[src/rtl/fetch_pc_unit.sv]
// fetch_pc_unit
//   Front-end fetch sequencer. Holds the fetch PC, issues at most one
//   instruction-memory request at a time, and pushes each returned word into
//   the instruction queue together with its PC and branch prediction.
//   When the queue is full the returned word waits in a one-entry hold
//   buffer. A commit-side flush redirects the PC. If a flush arrives while a
//   request is in flight, the stale response is discarded when it returns.
//
// Configuration macro:
//   FETCH_PRED_EN : when defined, the next PC and iq_pred_* come from the BTB
//                   (btb_npc/btb_taken). When undefined, fetch is strictly
//                   sequential (pc + 4, predicted not-taken) and the btb_*
//                   inputs are ignored.
//
// Ports:
//   clk, rst          : clock; synchronous active-high reset
//   btb_pc            : current fetch PC presented to the BTB
//   btb_npc/btb_taken : BTB prediction for btb_pc
//   imem_addr         : instruction memory word address (always the fetch PC)
//   imem_rmask        : 4'hF = read request, 4'h0 = idle
//   imem_rdata        : returned instruction word
//   imem_resp         : single-cycle response strobe
//   flush/flush_pc    : redirect request and its target
//   iq_full           : instruction queue cannot accept a push this cycle
//   iq_push           : enqueue strobe
//   iq_inst/iq_pc     : enqueued instruction and its PC
//   iq_pred_npc/taken : prediction that travels with the instruction
module fetch_pc_unit #(
    parameter logic [31:0] RESET_PC = 32'h1eceb000
) (
    input  logic        clk,
    input  logic        rst,
    output logic [31:0] btb_pc,
    input  logic [31:0] btb_npc,
    input  logic        btb_taken,
    output logic [31:0] imem_addr,
    output logic [3:0]  imem_rmask,
    input  logic [31:0] imem_rdata,
    input  logic        imem_resp,
    input  logic        flush,
    input  logic [31:0] flush_pc,
    input  logic        iq_full,
    output logic        iq_push,
    output logic [31:0] iq_inst,
    output logic [31:0] iq_pc,
    output logic [31:0] iq_pred_npc,
    output logic        iq_pred_taken
);

    typedef enum logic [1:0] {
        S_FETCH,    // request outstanding for pc_q
        S_STALL,    // word held, waiting for queue space
        S_DISCARD   // stale request in flight, drop its response
    } state_e;

    state_e      state_q, state_d;
    logic [31:0] pc_q, pc_d;

    logic        hold_valid_q, hold_valid_d;
    logic [31:0] hold_inst_q, hold_inst_d;
    logic [31:0] hold_pc_q, hold_pc_d;
    logic [31:0] hold_npc_q, hold_npc_d;
    logic        hold_taken_q, hold_taken_d;

    // Prediction for the word returning this cycle. The BTB is sampled in
    // the response cycle, so it always describes the PC that is returning.
    logic [31:0] pred_npc;
    logic        pred_taken;

`ifdef FETCH_PRED_EN
    assign pred_npc   = btb_npc;
    assign pred_taken = btb_taken;
`else
    logic unused_btb;
    assign pred_npc   = pc_q + 32'd4;
    assign pred_taken = 1'b0;
    assign unused_btb = ^{btb_npc, btb_taken};
`endif

    assign btb_pc    = pc_q;
    assign imem_addr = pc_q;

    always_comb begin
        // NOTE: every output of this block gets a default first, so no path
        // leaves a signal unassigned and no latch can be inferred.
        state_d       = state_q;
        pc_d          = pc_q;
        hold_valid_d  = hold_valid_q;
        hold_inst_d   = hold_inst_q;
        hold_pc_d     = hold_pc_q;
        hold_npc_d    = hold_npc_q;
        hold_taken_d  = hold_taken_q;
        imem_rmask    = 4'h0;
        iq_push       = 1'b0;
        iq_inst       = imem_rdata;
        iq_pc         = pc_q;
        iq_pred_npc   = pred_npc;
        iq_pred_taken = pred_taken;

        unique case (state_q)
            S_FETCH: begin
                imem_rmask = 4'hF;
                if (flush) begin
                    pc_d = flush_pc;
                    // A coincident response completes the old request, so
                    // the redirect target can be requested right away.
                    state_d = imem_resp ? S_FETCH : S_DISCARD;
                end else if (imem_resp) begin
                    if (!iq_full) begin
                        iq_push = 1'b1;
                        pc_d    = pred_npc;
                    end else begin
                        hold_valid_d = 1'b1;
                        hold_inst_d  = imem_rdata;
                        hold_pc_d    = pc_q;
                        hold_npc_d   = pred_npc;
                        hold_taken_d = pred_taken;
                        state_d      = S_STALL;
                    end
                end
            end
            S_STALL: begin
                iq_inst       = hold_inst_q;
                iq_pc         = hold_pc_q;
                iq_pred_npc   = hold_npc_q;
                iq_pred_taken = hold_taken_q;
                if (flush) begin
                    hold_valid_d = 1'b0;
                    pc_d         = flush_pc;
                    state_d      = S_FETCH;
                end else if (!iq_full && hold_valid_q) begin
                    iq_push      = 1'b1;
                    hold_valid_d = 1'b0;
                    pc_d         = hold_npc_q;
                    state_d      = S_FETCH;
                end
            end
            S_DISCARD: begin
                if (flush) begin
                    pc_d = flush_pc;
                end
                if (imem_resp) begin
                    state_d = S_FETCH;
                end
            end
            default: begin
                state_d = S_FETCH;
            end
        endcase

        // The reset cycle issues nothing; any response seen now belongs to
        // an abandoned request.
        if (rst) begin
            imem_rmask = 4'h0;
            iq_push    = 1'b0;
        end
    end

    always_ff @(posedge clk) begin
        if (rst) begin
            state_q      <= S_FETCH;
            pc_q         <= RESET_PC;
            hold_valid_q <= 1'b0;
        end else begin
            state_q      <= state_d;
            pc_q         <= pc_d;
            hold_valid_q <= hold_valid_d;
        end
    end

    // NOTE: the hold-buffer payload is not reset; it is only ever read while
    // hold_valid_q is set, so resetting it would add logic for nothing.
    always_ff @(posedge clk) begin
        hold_inst_q  <= hold_inst_d;
        hold_pc_q    <= hold_pc_d;
        hold_npc_q   <= hold_npc_d;
        hold_taken_q <= hold_taken_d;
    end

endmodule

[config.mk]
export PLATFORM = sky130hd
export DESIGN_NAME = fetch_pc_unit
export DESIGN_NICKNAME = d
export VERILOG_FILES = /design/src/rtl/fetch_pc_unit.sv
export SDC_FILE = /design/constraint.sdc
export NUM_CORES = 1
export LEC_CHECK = 0
export CELL_PAD_IN_SITES_DETAIL_PLACEMENT = 1
export CELL_PAD_IN_SITES_GLOBAL_PLACEMENT = 2
export CORE_AREA = 3 3 146 177
export CTS_BUF_LIST = sky130_fd_sc_hd__clkbuf_2 sky130_fd_sc_hd__clkbuf_4 sky130_fd_sc_hd__clkbuf_8
export DETAILED_ROUTE_END_ITERATION = 7
export DIE_AREA = 0 0 149 180
export PLACE_DENSITY = 0.85
export SETUP_SLACK_MARGIN = 0.05
export SYNTH_ARGS = -nofsm -noshare
export SYNTH_HDL_FRONTEND = slang
export SYNTH_SLANG_ARGS = --single-unit
[constraint.sdc]
create_clock -name clk -period 12.05 [get_ports clk]
set_input_delay 1.205 -clock clk [delete_from_list [all_inputs] [get_ports clk]]
set_output_delay 1.205 -clock clk [all_outputs]
set_load 0.01 [all_outputs]
==> reports/metrics.yaml <==
clock_network:
  clkTransAtPathRegs_ns: 0.09
  ctsHtreeMaxLevel: 4
  cts_inserted_buffers: 17
  hold_buffers: 0
  cts_resized: 0
  cts_tree: "done"
  cts_root_buf: "clkbuf_8"
  clkSinkCount: 129
  clk_path_buf_depth: 2
  cts_setup_buffers: 0
  clock_latency_ns: 0.46
detailed_routing:
  drt-total-wl_mm: 23.62
  drcViolationCount: 0
  detail_route.iter0.violations: 252
  vias: 5849
  drtAntennaViolNets: 0
  post_drt_wl_per_cell_um: 20.49
  firstDrtPassIters: 6
  routed_via_density: 5.073
synth:
  syn_inst: 647
  synthArstFlopShare: 0
  synth_edf_count: 94
  synth_top_area_share: 0.3898
  ys_ff_latch: 129
  yosysSeqAreaShare: 0.4865
  syn_nets: 754
  synth_top_area_cell: "edfxtp_1"
  yosysWarnings: 0
  syn-mean-instance-area_sq_um: 11.19
  synth_cell_types: 62
  synth_area_leaders: "edfxtp_1 (39%), mux2_2 (14%), dfxtp_1 (9.7%)"
  ys.flop_type: "edfxtp_1"
  syn_area_sq_um: 7242
finish:
  multiInputGateArea_sq_um: 3188
  utilization: 0.4066
  register_area_sq_um: 3523
  nets: 922
  drive_gt1_frac: 0.1872
  fin_cells: 1153
  antenna_cells: 0
  area_growth_pct: 37.20
  fill_cells: 2677
global_routing:
  grt_max_degree: 56
  grt_use_total: 0.1744
  antenna_found_initial: 2
  grt-ovfl-total: 0
  grt_pass1_wl_mm: 36.86
  grt_pass1_vias: 6250
power_and_ir_drop:
  p_per_area_nw_per_um2: 136.8
  p_leak_nw: 3.398
  max-vdd-ir-drop_mv: 0.06701
die:
  die_h_um: 180
  die_area_sq_um: 26820
  start_util: 0.2964
  boundaryPins: 268
  coreArea_sq_um: 24440
  std_cell_rows: 63
  die_x_um: 149
sta:
  fin_crit_sh: 0.3775
  holdWs_ns: 0.5231
  hold_viol: 0
  relSlewSlack: 0.2706
  setup_violations: 0
  fin_crit_ns: 4.549
  rsz0062_at_grt: "false"
  fin_skew_ns: 0.01463
  final_max_slew_viol_count: 0
  max_freq_mhz: 219.8
  worstMarginPinSlew_ns: 1.090
  finalSetupTns_ns: 0
placement:
  dp_hpwl_mm: 16.23
  io_buffers: 233
  gp_congestion: 0.7929
  placed_cells: 1121
critical_path:
  arrival_ns: 3.34
  cpPeakStageDelay_ns: 0.64
  end_kind: "output pin"
  critPathKind: "register to output pin"
  start_kind: "register"
  timing.critical_path.cells: "ha_1 -> nand3_2 -> nor4_4 -> nand3_1 -> xnor2_1 -> mux2_2 -> clkdlybuf4s50_1"
  crit_slowest_cell: "nor4_4"
  required_ns: 10.85
  cp_max_fo: 11
outcome:
  status: "complete, no violations"
worst_hold_path:
  min_path_type: "register to register"
run:
  maxCapViolations: 0
worst max-delay path: cells and delay by family, from the launching register on:
| family | cells | cell delay (ns) |
|---|---|---|
| flops | 1 | 0.56 |
| mux | 1 | 0.20 |
| xor+xnor | 1 | 0.22 |
| buf+inv | 1 | 0.59 |
| fa+ha+maj | 1 | 0.29 |
| simple gates | 3 | 1.04 |
registers in the layout, summed over array words and instances (netlist names):
| register | count |
|---|---|
| state_q | 2 |
| hold_pc_q | 32 |
| hold_inst_q | 32 |
| btb_pc | 32 |
| hold_npc_q | 30 |
| hold_valid_q | 1 |
metal layers:
layer  GRT usage  up-vias  part of all wire
met2      0.3068      168              0.51
li1            -     2716                 -
met3     0.04337       21             0.051
met4     0.03883        4             0.011
met5           0        -           0.00097
met1      0.2148     2940              0.43
cells in the mapped netlist, drive strengths merged (3+ instances only):
cell type,count
a22oi,5
a211oi,10
a221o,9
inv,10
nor2b,5
buf,62
o21ai,20
xor2,9
nor3,18
xnor2,19
a22o,3
a21oi,47
nand4,14
mux2i,5
nor4,8
nand2,48
ha,5
nand3,14
and4,6
mux2,88
nor2,19
a21o,10
or2,3
o211ai,3
dfxtp,35
edfxtp,94
a221oi,4
nand2b,4
and3,5
clkbuf,31
a31o,6
logic make-up (layout without fill, tap and decap cells):
group,count (synthesis),in the layout,synth area share
and+or+nand+nor,152,152,0.1213
DFF,129,129,0.4865
AOI/OAI and AO/OA,136,136,0.1268
other,1,1,0.0005178
xor gates and xnor gates,28,28,0.03386
muxes,93,93,0.1443
adders and majority gates,5,5,0.008639
buffers and inverters,103,284,0.07809
metrics by stage:
step                area [sq um]  setup WS, ns  power (mW)
floorplan                   7242         5.891      0.7846
global placement            9550         7.952      0.9862
detailed placement          9550         7.934      0.9935
CTS                         9936         7.407       1.381
global route                9936         7.198       1.430
finish                      9936         7.501       1.359
path summary, 6_finish.rpt:
kind / startpoint / end / slack [ns] / cells after the start
setup / recovery: btb_pc[2] / iq_pred_npc[20] / 7.50 / 7
hold / removal: btb_pc[1] / hold_pc_q[1] / 0.52 / 0
setup reg to reg: state_q[1] / btb_pc[12] / 8.45 / 9
hold reg to reg: btb_pc[1] / hold_pc_q[1] / 0.52 / 0
report_power, final:
group	internal (mW)	switching, mW	total, mW
registers	0.512	0.0488	0.560
clock network	0.170	0.210	0.380
logic	0.230	0.189	0.419
total	0.912	0.447	1.36
cell usage in the layout (no fill, tap or decap), types with 13 or more instances in the layout:
cell type,instances
edfxtp_1,94
clkdlybuf4s50_1,232
nor2_1,18
xnor2_1,19
mux2_2,87
nand3_1,13
clkbuf_8,17
nor3_1,18
nand2_1,48
a21oi_1,46
dfxtp_1,35
o21ai_0,18
cell type report:
class / instances / area share
clock buffer: 17 / 0.02355
clock inverter: 15 / 0.01524
inverter: 10 / 0.003778
multi-input combinational: 415 / 0.3209
sequential: 129 / 0.3546
tap: 325 / 0.04093
timing repair buffer: 242 / 0.2410
No activity file was read; power rests on OpenSTA's default activity.
